### src/rtl/branch_predictor.sv
// branch_predictor
//   Direct-mapped branch target buffer with a 2-bit saturating direction
//   counter per entry. The IF stage looks up the fetch PC combinationally
//   and gets a taken/not-taken guess plus the next PC. The EX stage trains
//   the table with resolved branches and jumps. Two saturating statistics
//   counters track training volume and mispredictions.
//
// Ports
//   clk, rst            clock and synchronous active-high reset
//   lookup_pc           fetch PC to predict for (current cycle)
//   predict_taken       1 when the BTB hits and predicts a redirect
//   predict_pc          predicted next PC (stored target or lookup_pc+4)
//   upd_valid           a resolved instruction is presented for training
//   upd_pc              PC of the resolved instruction
//   upd_is_cond/jal/jalr instruction type bits (jal > jalr > cond)
//   upd_taken           resolved direction
//   upd_target          resolved target
//   upd_mispredict      EX flagged this instruction as mispredicted
//   stat_branches       saturating count of training events
//   stat_mispredicts    saturating count of mispredicted training events

module branch_predictor #(
  parameter int ENTRIES = 16,
  parameter int IDX_W   = $clog2(ENTRIES)
) (
  input  logic        clk,
  input  logic        rst,
  input  logic [31:0] lookup_pc,
  output logic        predict_taken,
  output logic [31:0] predict_pc,
  input  logic        upd_valid,
  input  logic [31:0] upd_pc,
  input  logic        upd_is_cond,
  input  logic        upd_is_jal,
  input  logic        upd_is_jalr,
  input  logic        upd_taken,
  input  logic [31:0] upd_target,
  input  logic        upd_mispredict,
  output logic [31:0] stat_branches,
  output logic [31:0] stat_mispredicts
);

  localparam int TAG_W = 30 - IDX_W;

  typedef enum logic [1:0] {
    TYPE_COND = 2'd0,
    TYPE_JAL  = 2'd1,
    TYPE_JALR = 2'd2
  } br_type_t;

  logic             valid_q  [ENTRIES];
  logic [TAG_W-1:0] tag_q    [ENTRIES];
  logic [31:0]      target_q [ENTRIES];
  br_type_t         type_q   [ENTRIES];
  logic [1:0]       ctr_q    [ENTRIES];

  logic [IDX_W-1:0] lk_idx;
  logic [TAG_W-1:0] lk_tag;
  logic             lk_hit;

  logic [IDX_W-1:0] up_idx;
  logic [TAG_W-1:0] up_tag;
  logic             up_hit;
  logic             train;
  br_type_t         upd_type;
  logic [1:0]       ctr_upd;

  logic [31:0]      branches_next;
  logic [31:0]      mispredicts_next;

  // The byte-offset bits never select an entry; they are folded here so
  // the lint tools see them consumed.
  logic             unused_pc_bits;
  assign unused_pc_bits = ^{lookup_pc[1:0], upd_pc[1:0]};

  assign lk_idx = lookup_pc[IDX_W+1:2];
  assign lk_tag = lookup_pc[31:IDX_W+2];
  assign up_idx = upd_pc[IDX_W+1:2];
  assign up_tag = upd_pc[31:IDX_W+2];

  // Lookup path: purely combinational so the IF stage gets its prediction
  // in the same cycle. Reads the registered table, so a same-cycle update
  // to this index is not visible until the next cycle.
  always_comb begin
    predict_taken = 1'b0;
    lk_hit        = valid_q[lk_idx] && (tag_q[lk_idx] == lk_tag);
    if (lk_hit) begin
      case (type_q[lk_idx])
        TYPE_JAL, TYPE_JALR: predict_taken = 1'b1;
        default:             predict_taken = ctr_q[lk_idx][1];
      endcase
    end
    predict_pc = predict_taken ? target_q[lk_idx] : (lookup_pc + 32'd4);
  end

  // Training decode: resolve the instruction type with jal taking
  // precedence over jalr over cond, and work out the counter value an
  // update hit would write. Only conditional branches move the counter.
  always_comb begin
    train    = upd_valid && (upd_is_cond || upd_is_jal || upd_is_jalr);
    upd_type = TYPE_COND;
    if (upd_is_jal) begin
      upd_type = TYPE_JAL;
    end else if (upd_is_jalr) begin
      upd_type = TYPE_JALR;
    end
    up_hit  = valid_q[up_idx] && (tag_q[up_idx] == up_tag);
    ctr_upd = ctr_q[up_idx];
    if (upd_type == TYPE_COND) begin
      if (upd_taken && (ctr_q[up_idx] != 2'b11)) begin
        ctr_upd = ctr_q[up_idx] + 2'd1;
      end else if (!upd_taken && (ctr_q[up_idx] != 2'b00)) begin
        ctr_upd = ctr_q[up_idx] - 2'd1;
      end
    end
  end

  // Table state. Reset clears valid bits and counters only; tags, targets
  // and types are don't-care while the entry is invalid. A not-taken miss
  // never allocates, so cold not-taken branches cannot evict useful entries.
  always_ff @(posedge clk) begin
    if (rst) begin
      for (int i = 0; i < ENTRIES; i++) begin
        valid_q[i] <= 1'b0;
        ctr_q[i]   <= 2'b00;
      end
    end else if (train) begin
      if (up_hit) begin
        type_q[up_idx] <= upd_type;
        ctr_q[up_idx]  <= ctr_upd;
        if (upd_taken) begin
          target_q[up_idx] <= upd_target;
        end
      end else if (upd_taken) begin
        valid_q[up_idx]  <= 1'b1;
        tag_q[up_idx]    <= up_tag;
        target_q[up_idx] <= upd_target;
        type_q[up_idx]   <= upd_type;
        ctr_q[up_idx]    <= 2'b10;
      end
    end
  end

  // Statistics next-state: saturate at all-ones instead of wrapping.
  always_comb begin
    branches_next    = stat_branches;
    mispredicts_next = stat_mispredicts;
    if (train && (stat_branches != 32'hFFFF_FFFF)) begin
      branches_next = stat_branches + 32'd1;
    end
    if (train && upd_mispredict && (stat_mispredicts != 32'hFFFF_FFFF)) begin
      mispredicts_next = stat_mispredicts + 32'd1;
    end
  end

  // Statistics registers, reloaded every cycle from their next-state.
  always_ff @(posedge clk) begin
    if (rst) begin
      stat_branches    <= 32'd0;
      stat_mispredicts <= 32'd0;
    end else begin
      stat_branches    <= branches_next;
      stat_mispredicts <= mispredicts_next;
    end
  end

endmodule

### config.mk
export PLATFORM = sky130hd
export DESIGN_NAME = branch_predictor
export DESIGN_NICKNAME = d
export VERILOG_FILES = /design/src/rtl/branch_predictor.sv
export SDC_FILE = /design/constraint.sdc
export NUM_CORES = 1
export LEC_CHECK = 0
export CORE_MARGIN = 4
export CORE_UTILIZATION = 51
export DETAILED_ROUTE_END_ITERATION = 10
export PLACE_DENSITY_LB_ADDON = 0.3
export SETUP_SLACK_MARGIN = 0.5
export SYNTH_ARGS = -nofsm -noshare
export SYNTH_HDL_FRONTEND = slang
export SYNTH_SLANG_ARGS = --single-unit
### constraint.sdc
create_clock -name clk -period 14.6 [get_ports clk]
set_clock_uncertainty 0.15 [all_clocks]
set_input_delay 1.46 -clock clk [delete_from_list [all_inputs] [get_ports clk]]
set_output_delay 1.46 -clock clk [all_outputs]
set_load 0.005 [all_outputs]
* Yosys cells after proc, flatten, opt, wreduce, memory -nomap -nowiden
Memories as Yosys holds them, arrays and structs flattened.
Cells that the tools add are included.
** Storage, ports and cells
- Register bits :: 64
- Memory bits (writable) :: 1008
- Input bits :: 104
- Output and inout bits :: 97
- Word-level logic and storage cells :: 70
- Memories :: 5
** Memories
- target_q :: words 16, bits a word 32, read ports 1, clocked after Yosys merged registers in 0, write ports 1, RTL line 53 : logic [31:0] target_q [ENTRIES];
- tag_q :: words 16, bits a word 26, read ports 2, clocked after Yosys merged registers in 0, write ports 1, RTL line 52 : logic [TAG_W-1:0] tag_q [ENTRIES];
- ctr_q :: words 16, bits a word 2, read ports 2, clocked after Yosys merged registers in 0, write ports 16, RTL line 55 : logic [1:0] ctr_q [ENTRIES];
- type_q :: words 16, bits a word 2, read ports 1, clocked after Yosys merged registers in 0, write ports 1, RTL line 54 : br_type_t type_q [ENTRIES];
- valid_q :: words 16, bits a word 1, read ports 2, clocked after Yosys merged registers in 0, write ports 16, RTL line 51 : logic valid_q [ENTRIES];
** Cells by class
- Add/sub/neg operators :: 5
- Equality and inequality tests :: 7
- Multiplexer cells :: 32
- Bitwise gates (word level) :: 3
- Reduce and logical (&&, ||, !) cells :: 16
** Operator list (number)
- 32-bit by 1-bit adder with 32-bit output (second input constant) :: 2
- 32-bit two-way mux :: 2
- 32-bit inequality test (second input constant) :: 2
- 26-bit equality test :: 2
- 32-bit by 3-bit adder with 32-bit output (second input constant) :: 1
- 1-bit two-way mux :: 20
- 2-bit two-way mux :: 8
- 1-bit logical AND :: 8
- 4-bit two-way mux :: 2
- 2-bit OR reduction :: 2
- 1-bit bitwise OR :: 3
- 2-bit by 1-bit adder with 2-bit output (second input constant) :: 1
- 2-bit by 1-bit equality test with 1-bit output (second input constant) :: 1
- 2-bit equality test (second input constant) :: 1
- 2-bit zero test :: 1
- 1-bit logical OR :: 2
- 2-bit inequality test (second input constant) :: 1
- 2-bit nonzero test :: 1
- 2-bit by 1-bit subtractor with 2-bit output (second input constant) :: 1
- 1-bit zero test :: 1
- 1-bit OR reduction :: 1

* Depth between registers and ports, before layout
An unclocked memory read counts as a cell.
- Depth in word-level cells :: 10
- Mapped depth :: 17
- Mapped depth without buffers :: 12

* Worst setup path before layout
OpenSTA, ideal clock, no wires.
- Kind :: input to output
- From :: input lookup_pc[2]
- To :: output predict_pc[26]
- Arrival time :: 4.632 ns
- Data required time :: 12.990 ns
- Path slack :: 8.358 ns
- Cell stages on the path :: 9
- Path buffers :: 6
- Cells stage by stage :: buf_2 > buf_2 > buf_2 > buf_2 > buf_2 > buf_1 > mux4_2 > mux4_2 > mux2_2
** On the way
- Longest elaborated chain between the ends :: 6
- Elaborated cells on any way between the ends :: 14
- Those cells by class :: add/sub (1); eq/ne (3); mux (3); reduce/logical (2); memory (5)
** RTL lines
- start, declared :: RTL line 28 : input logic [31:0] lookup_pc,
- memory 16 x 2 bit
- 2-bit by 1-bit equality test with 1-bit output or 2-bit equality test (tied branches) :: RTL line 88 : case (type_q[lk_idx])
- 2-bit OR reduction :: RTL line 88
- 1-bit two-way mux :: RTL line 88
- 1-bit two-way mux :: RTL line 87 : if (lk_hit) begin
- 32-bit two-way mux (*) :: RTL line 93 : predict_pc = predict_taken ? target_q[lk_idx] : (lookup_pc + 32'd4);
- end, declared :: RTL line 30 : output logic [31:0] predict_pc,
Every way passes the cells marked *; elsewhere a longest branch is shown, timed or not.

* Worst setup path in the final report
- From :: input lookup_pc[2]
- To :: output predict_pc[31]
The elaborated chain is that of the path after synthesis.

==> metrics.md <==
| Metric | Value |
|---|---|
| Status | `complete, no violations` |
| Simple-gate portion of the synthesized area | `0.04737` |
| Syn nets | `2668` |
| Gr usage total | `0.2521` |
| Syn Inst Count | `2559` |
| Mapped Area | `0.04704 mm²` |
| Wire length on met3 | `10.83 mm` |
| Synth Area in Adders | `0.001330` |
| Number of synthesized register bits | `1072` |
| Starting Density | `0.5140` |
| Number of synthesized flops with an enable pin | `992` |
| Gates resized, CTS repair | `0` |
| P&R area growth vs syn | `15.19%` |
| FFs w/ async S/R, synth | `0` |
| Most common cell after layout, fill and taps aside | `edfxtp_1` |
| Syn_area_per_cell | `18.38 µm²` |
| Htree depth | `3` |
| Core Area | `0.09152 mm²` |
| Post-route non-filler standard cell count | `4050` |
| Drt pass-1 iters | `5` |
| DRT iter0 DRCs | `3355` |
| Setup bufs post-CTS | `0` |
| GPL Wtd Cong | `0.8276` |
| Skew-Pair Late Insertion Delay | `0.71 ns` |
| RSZ-0062 raised after global routing | `false` |
| CTS tree | `yes` |
| Largest net degree at the start of global routing | `88` |
| Commonest cells after routing, fill and taps aside | `edfxtp_1 (992), mux4_2 (367), clkdlybuf4s50_1 (189), mux2i_1 (131), clkbuf_16 (110)` |
| Rel. slew slack | `0.1163` |
| Ys flop type | `edfxtp_1` |
| Detail Route Antenna Nets | `0` |
| Reg clk slew, reported paths | `0.06 ns` |
| Post-synth cell types | `60` |
| Slew Viols, Final | `0` |
| Compound-Gate Fraction of Synth Area | `0.02825` |
| Vias after detailed routing | `26490` |
| TritonCTS Buffers | `109` |
| Highest routed metal layer | `met5` |
| Largest family of logic cells by synthesized area | `multiplexers` |
| Detailed Place HPWL | `73.02 mm` |
| Wire per inst | `30.44 µm` |
| Number of clock sinks | `1072` |
| Hold slack | `0.3339 ns` |
| Initial antenna violation count | `9` |
| CP Capture Type | `output port` |
| Max clock buf depth | `3` |
| Total Neg Setup Slack | `0 ns` |
| Port bufs | `198` |
| Critical Path Source Type | `input pin` |
| Period utilization | `0.5484` |
| Die width | `311.7 µm` |
| Placed instance count | `3841` |
| # DRC | `0` |
| Tot Pwr | `6.671 mW` |
| P_leak | `17.19 nW` |
| Die area | `0.09716 mm²` |
| CP arrival | `6.40 ns` |
| Post-layout min period | `8.006 ns` |
| Total gr overflow | `0` |
| Maximum VDD drop | `115.8 µV` |
| Chip height | `311.7 µm` |
| Root Buffer | `clkbuf_16` |
| Vias per inst | `6.541` |
| Final Hold Fails | `0` |
| First-pass GRT wire length | `181.3 mm` |
| Crit-path max FO | `87` |
| Layout cell share with drive strength beyond 1 | `0.2421` |
| Worst EP required | `12.99 ns` |
| NumNets Final | `2875` |
| Slew @ Worst Pin | `1.315 ns` |
| Final Setup Violations | `0` |
| Mux share of post-synthesis cell area | `0.2131` |
| I/O pins | `201` |
| Number of fillers in the final layout | `6591` |
| Post-synthesis xor/xnor area fraction | `0.02513` |
| Maximum clock rate | `124.9 MHz` |
| Util after Layout | `0.5921` |
| Metal-1 WL | `46.73 mm` |
| # hold bufs at CTS | `0` |
| Max_cap viols | `0` |
| FP Rows | `111` |
| WS Path Type | `input pin to output port` |
| Met2 WL | `62.57 mm` |
| Seq/Total Area, Yosys | `0.6673` |
| Power per cell area | `123.1 mW/mm²` |
| Ys Warns | `0` |
| HP Class | `flip-flop to flip-flop` |
| Vias in the first global route | `27110` |
| Drt total wl | `123.3 mm` |
area by class of cell:
type	instances	area [µm²]	area share
clock buffers	138	2913	0.05375
clock inverters	65	762.0	0.01406
inverters	20	75.07	0.001385
diodes	6	15.01	0.0002771
flip-flops and latches	1072	31390	0.5793
well taps	1186	1484	0.02738
multi-input cells	1302	15080	0.2782
repair buffers	261	2475	0.04567
worst paths after layout:
| path | end | slack (ns) | from | depth (start not counted) |
|---|---|---|---|---|
| max | predict_pc[31] | 6.59 | lookup_pc[2] | 12 |
| min | valid_q[8]$_DFF_P_ | 0.33 | valid_q[8]$_DFF_P_ | 1 |
| max reg2reg | tag_q[9][19]$_DFFE_PP_ | 9.44 | tag_q[10][18]$_DFFE_PP_ | 11 |
| min reg2reg | valid_q[8]$_DFF_P_ | 0.33 | valid_q[8]$_DFF_P_ | 1 |
cells by family after synthesis:
family                   Yosys count
XOR/XNOR                         135
buffers and inverters            185
flip-flops                      1072
adder cells (fa/ha/maj)            5
multiplexers                     538
AO/OA/AOI/OAI                    193
AND/OR/NAND/NOR                  431
cells in the mapped netlist (all sizes together) (26+ instances only):
library cell / n / area [µm²]
nor3: 27 / 146.4
clkbuf: 63 / 236.5
nand3: 57 / 285.3
a21oi: 26 / 130.1
mux2: 40 / 450.4
nand2: 78 / 292.8
nand4: 33 / 206.5
nor2: 130 / 488.0
o21ai: 41 / 209.0
buf: 102 / 511.7
mux4: 367 / 8265
edfxtp: 992 / 29790
dfxtp: 80 / 1602
xor2: 72 / 630.6
a22oi: 37 / 277.8
xnor2: 63 / 551.8
mux2i: 131 / 1311
state kept, by name, summed over array words and instances, names as in the netlist:
signal            cells
stat_mispredicts     32
type_q               32
valid_q              16
target_q            512
tag_q               416
stat_branches        32
ctr_q                32
critical path, cell delays in order:
cell	delay [ns]
buf_8	0.38
buf_12	0.57
buf_4	0.59
and2_1	0.33
nand3_1	0.21
nor4_1	0.63
nand3_1	0.43
nor2_1	0.35
nand3_1	0.13
xnor2_1	0.17
mux2_2	0.33
clkdlybuf4s50_1	0.46
stage by stage:
stage / cell area [µm²] / setup slack (ns)
2_1_floorplan: 47040 / 8.358
3_3_place_gp: 50500 / 6.596
3_5_place_dp: 50500 / 6.503
4_1_cts: 54180 / 6.586
5_1_grt: 54180 / 6.263
6_report: 54190 / 6.594
report_power, final:
part	switching [mW]	leakage [nW]	internal [mW]	total (mW)
logic	0.264	5.81	0.198	0.462
registers	0.00867	9.59	3.38	3.38
clock network	1.18	1.78	1.65	2.83
per-layer routing:
layer	track usage	vias up
li1	-	10960
met1	0.3405	14000
met2	0.4261	1321
met3	0.04915	205
met4	0.06597	8
met5	0	-
Note: power is estimated with default switching activity, not from simulation.
